$ cat src/rtl/id_ex_dump_tx_if.sv
// id_ex_dump_tx_if: dump request/status and byte-wide UART TX handshake
interface id_ex_dump_tx_if #(parameter int NB_BYTE = 8);
  logic               i_dump_req;
  logic               i_tx_done;
  logic               o_tx_start;
  logic [NB_BYTE-1:0] o_tx_data;
  logic               o_busy;
  logic               o_dump_done;
  modport master(input i_dump_req, i_tx_done, output o_tx_start, o_tx_data, o_busy, o_dump_done);
  modport slave(output i_dump_req, i_tx_done, input o_tx_start, o_tx_data, o_busy, o_dump_done);
endinterface

$ cat src/rtl/id_ex_dump_tx.sv
// id_ex_dump_tx: snapshots the ID/EX debug word and streams it LSB byte first to the UART TX
module id_ex_dump_tx #(
  parameter int ID_EX_SIZE = 147,
  parameter int NB_BYTE    = 8
) (
  input  logic                  i_clk,
  input  logic                  i_reset,
  input  logic [ID_EX_SIZE-1:0] i_ID_EX_data,
  id_ex_dump_tx_if.master       bus
);
  localparam int N_BYTES = (ID_EX_SIZE + NB_BYTE - 1) / NB_BYTE;
  localparam int NB_CNT  = $clog2(N_BYTES);
  localparam int NB_SH   = N_BYTES * NB_BYTE;
  typedef enum logic [1:0] {IDLE, SEND, WAIT, DONE} state_t;
  state_t            state, next;
  logic [NB_SH-1:0]  shreg;
  logic [NB_CNT-1:0] cnt;
  logic              last;
  assign last = cnt == NB_CNT'(N_BYTES - 1);
  always_comb begin
    next = state;
    next = state == IDLE ? (bus.i_dump_req ? SEND : IDLE) :
           state == SEND ? WAIT :
           state == WAIT ? (bus.i_tx_done ? (last ? DONE : SEND) : WAIT) : IDLE;
  end
  always_ff @(posedge i_clk) begin
    if (i_reset) begin
      state <= IDLE;
      shreg <= '0;
      cnt   <= '0;
    end else begin
      state <= next;
      if (state == IDLE && bus.i_dump_req) begin
        shreg <= NB_SH'(i_ID_EX_data);
        cnt   <= '0;
      end else if (state == WAIT && bus.i_tx_done) begin
        shreg <= shreg >> NB_BYTE;
        if (!last) cnt <= cnt + NB_CNT'(1);
      end
    end
  end
  assign bus.o_tx_start  = state == SEND;
  assign bus.o_tx_data   = shreg[NB_BYTE-1:0];
  assign bus.o_busy      = state != IDLE;
  assign bus.o_dump_done = state == DONE;
endmodule

$ cat src/flat_wrapper.sv
// flat-port wrapper written by rule: the top's interface ports become plain ports
module id_ex_dump_tx_flat 
#(
  parameter int ID_EX_SIZE = 147,
  parameter int NB_BYTE    = 8
)
  (i_clk, i_reset, i_ID_EX_data, bus_i_dump_req, bus_i_tx_done, bus_o_tx_start, bus_o_tx_data, bus_o_busy, bus_o_dump_done);
  id_ex_dump_tx_if #(.NB_BYTE(NB_BYTE)) bus_i ();
  input  logic i_clk;
  input  logic i_reset;
  input  logic [ID_EX_SIZE-1:0] i_ID_EX_data;
  input wire logic [$bits(bus_i.i_dump_req)-1:0] bus_i_dump_req;
  input wire logic [$bits(bus_i.i_tx_done)-1:0] bus_i_tx_done;
  output wire logic [$bits(bus_i.o_tx_start)-1:0] bus_o_tx_start;
  output wire logic [$bits(bus_i.o_tx_data)-1:0] bus_o_tx_data;
  output wire logic [$bits(bus_i.o_busy)-1:0] bus_o_busy;
  output wire logic [$bits(bus_i.o_dump_done)-1:0] bus_o_dump_done;
  assign bus_i.i_dump_req = bus_i_dump_req;
  assign bus_i.i_tx_done = bus_i_tx_done;
  assign bus_o_tx_start = bus_i.o_tx_start;
  assign bus_o_tx_data = bus_i.o_tx_data;
  assign bus_o_busy = bus_i.o_busy;
  assign bus_o_dump_done = bus_i.o_dump_done;
  id_ex_dump_tx #(.ID_EX_SIZE(ID_EX_SIZE), .NB_BYTE(NB_BYTE)) u_core (.i_clk(i_clk), .i_reset(i_reset), .i_ID_EX_data(i_ID_EX_data), .bus(bus_i));
endmodule
$ cat config.mk
export PLATFORM = sky130hd
export DESIGN_NAME = id_ex_dump_tx_flat
export DESIGN_NICKNAME = d
export VERILOG_FILES = /design/src/rtl/id_ex_dump_tx_if.sv /design/src/rtl/id_ex_dump_tx.sv /design/src/flat_wrapper.sv
export SDC_FILE = /design/constraint.sdc
export NUM_CORES = 1
export LEC_CHECK = 0
export ABC_AREA = 1
export CAP_MARGIN = 20
export CORE_MARGIN = 1.5
export CORE_UTILIZATION = 26
export CTS_CLUSTER_DIAMETER = 40
export DETAILED_ROUTE_END_ITERATION = 8
export SYNTH_ARGS = -nofsm -noshare
export SYNTH_HDL_FRONTEND = slang
export SYNTH_SLANG_ARGS = --single-unit
$ cat constraint.sdc
create_clock -name i_clk -period 1.65 [get_ports i_clk]
set_clock_uncertainty 0.1 [all_clocks]
set_input_delay 0.2475 -clock i_clk [delete_from_list [all_inputs] [get_ports i_clk]]
set_output_delay 0.2475 -clock i_clk [all_outputs]
set_load 0.1 [all_outputs]
==> results.json <==
{
  "worstPathArrival_ps": 1300,
  "grt_pass1_wl_um": 42700,
  "leakage_nw": 4.54,
  "grt_max_degree": 75,
  "synthTopCellsByArea": "dfxtp_1 (38%), nand3_1 (17%), nand4_1 (10%)",
  "finish.utilization_pct": 36.2,
  "gp_congestion": 0.779,
  "die_x_um": 179,
  "vias": 8658,
  "io_pins": 162,
  "viasPerCell": 5.08,
  "rows": 64,
  "synth.net_count": 1352,
  "synth_area_per_cell_um2": 6.70,
  "ys_seq_elements": 154,
  "worstMarginPinSlew_ps": 367,
  "grt_pass1_vias": 8313,
  "initial_core_util_pct": 26.3,
  "synthesis.area_mm2": 0.00803,
  "hold_violations": 0,
  "wirelength_um": 27400,
  "final_cell_count_no_fill": 1703,
  "required_ps": 1300,
  "root_buffer": "clkbuf_16",
  "cts-buffers-inserted": 17,
  "holdCritPathClass": "input port to flip-flop",
  "worst_setup_path_end_kind": "output port",
  "placed_cells": 1655,
  "syn_to_final_growth_pct": 37.5,
  "wl_met2_um": 12100,
  "synth.top_cell.area_share_pct": 38.4,
  "top_layer": "met5",
  "setup_viol": 0,
  "dieArea_mm2": 0.0320,
  "slew_headroom_pct": 75.5,
  "worstSetupPathType": "flip-flop to output port",
  "io_buffers": 161,
  "report.final.slew_viol_count": 0,
  "cp_slowest_cell": "dfxtp_4",
  "antenna_found_initial": 2,
  "fin_area_mm2": 0.0110,
  "crit_path_max_fanout": 3,
  "grt_usage_pct": 16.7,
  "synth_cells": 1199,
  "crit_path_cell_trace": "nor2_4, buf_12, clkinvlp_4, buf_12",
  "hpwl_um": 15900,
  "synth_top_cell_by_area": "dfxtp_1",
  "drcViolationCount": 0,
  "cpPeakStageDelay_ps": 370,
  "dpl_cell_area_mm2": 0.0101,
  "start_kind": "flip-flop",
  "ir_drop_v": 0.000662,
  "period_share_pct": 99.7,
  "ctsLongestPathBuffers": 2,
  "cts_tree": "built",
  "worst_path_most_repeated_cell": "buf_12",
  "core_area_mm2": 0.0305,
  "synth_cell_types": 18,
  "status": "finished clean",
  "overflow": 0,
  "power_density_mw_per_mm2": 945,
  "period_needed_ps": 1640,
  "cap_violations": 0,
  "yosysSeqAreaShare_pct": 38.4,
  "nets": 1447,
  "yosys_warnings": 0,
  "fmax_mhz": 608,
  "drive_gt1_share_pct": 8.19,
  "clk_pin_slew_ps": 70,
  "htreeDepth": 4,
  "rsz0062_at_grt": "true",
  "die_y_um": 179,
  "drtAntennaViolNets": 0,
  "firstDrtPassIters": 4,
  "wl_met3_um": 1890,
  "drtIter0Drc": 770,
  "power_w": 0.0104,
  "clock_latency_ps": 430,
  "routedLengthMet1_um": 13100,
  "clock-sinks": 154,
  "wire_per_inst_um": 16.1
}
## critical path, delay by kind of cell, from the launching register on
kind | cells | cell delay (ps)
AND/OR/NAND/NOR | 1 | 140
buffers and inverters | 3 | 370
flip-flops | 1 | 370
## cells by family after synthesis
logic type / count (synthesis) / share of synthesized area, %
buffers and inverters: 272 / 14.3
DFF: 154 / 38.4
and+or+nand+nor: 626 / 38.0
AOI/OAI and AO/OA: 144 / 8.97
adders and majority gates: 2 / 0.311
xor gates and xnor gates: 1 / 0.109
## synthesized netlist by cell type
library cell / count
nand3_1: 272
nand2_1: 208
dfxtp_1: 154
a21oi_1: 144
inv_1: 139
nand4_1: 133
buf_2: 65
clkbuf_1: 39
buf_1: 13
buf_4: 12
nor2_1: 8
inv_2: 4
ha_1: 2
nor2_4: 2
nand2_2: 1
nand3_2: 1
nor2_2: 1
xor2_1: 1
## layer usage
| metal | vias up | global-route usage [%] |
|---|---|---|
| li1 | 4245 | - |
| met1 | 4113 | 23.1 |
| met2 | 271 | 26.4 |
| met3 | 27 | 3.69 |
| met4 | 2 | 3.68 |
| met5 | - | 0 |
## layout by cell type (no fill, tap or decap), drive strengths merged
| cell type | synthesis | final |
|---|---|---|
| bufinv | 0 | 3 |
| clkinvlp | 0 | 6 |
| nand4 | 133 | 133 |
| nor2 | 11 | 12 |
| inv | 143 | 142 |
| a21oi | 144 | 144 |
| dlygate4sd3 | 0 | 1 |
| dfxtp | 154 | 154 |
| clkinv | 0 | 3 |
| xor2 | 1 | 1 |
| ha | 2 | 2 |
| nand3 | 273 | 273 |
| diode | 0 | 1 |
| nand2 | 209 | 209 |
| clkdlybuf4s50 | 0 | 147 |
| clkbuf | 39 | 23 |
| buf | 90 | 50 |
| bufbuf | 0 | 3 |
## repair_timing
action,4_1_cts,5_1_grt
setup endpoints to repair,3,112
endpoints found under the hold margin,1,0
resized for setup,11,12
buffers inserted,9,1
pin swaps,2,2
hold buffers,1,0
cloned,3,4
## per-stage QoR
| step | hold WS (ps) | TNS [ps] | worst slack (ps) |
|---|---|---|---|
| finish | 170 | 0 | 5.24 |
| global route | 177 | -119 | -45.7 |
| CTS | 156 | -16.7 | -16.7 |
| detailed placement | 356 | 0 | 130 |
| global placement | 349 | 0 | 169 |
| floorplan | 296 | 0 | 20.6 |
## sequential cells by signal, summed over array words and instances, names as in the netlist
register	flops
u_core.shreg	147
u_core.cnt	5
u_core.state	2
## area by class of cell
type / instances / area, um2
clock buffer: 20 / 457
sequential: 154 / 3090
clock inverter: 11 / 144
fill: 3293 / 19500
multi-input combinational: 774 / 3880
antenna: 1 / 2.50
inverter: 143 / 552
tap: 396 / 495
timing repair buffer: 204 / 2420
## final timing paths
| check | start | to | slack [ps] | depth (start not counted) |
|---|---|---|---|---|
| worst max-delay path | u_core.state[0]$_SDFF_PP0_ | bus_o_busy | 5 | 4 |
| worst min-delay path | bus_i_tx_done | u_core.shreg[16]$_SDFFE_PP0P_ | 170 | 5 |
| worst max register to register | u_core.state[0]$_SDFF_PP0_ | u_core.shreg[9]$_SDFFE_PP0P_ | 70 | 8 |
| worst min register to register | u_core.shreg[142]$_SDFFE_PP0P_ | u_core.shreg[142]$_SDFFE_PP0P_ | 370 | 2 |
## report_power, final
part	total, W	internal [W]	switching [W]
Combinational	0.00219	0.000960	0.00123
Sequential	0.00413	0.00398	0.000158
Clock	0.00411	0.00245	0.00166
(Power assumes the default switching activity.)
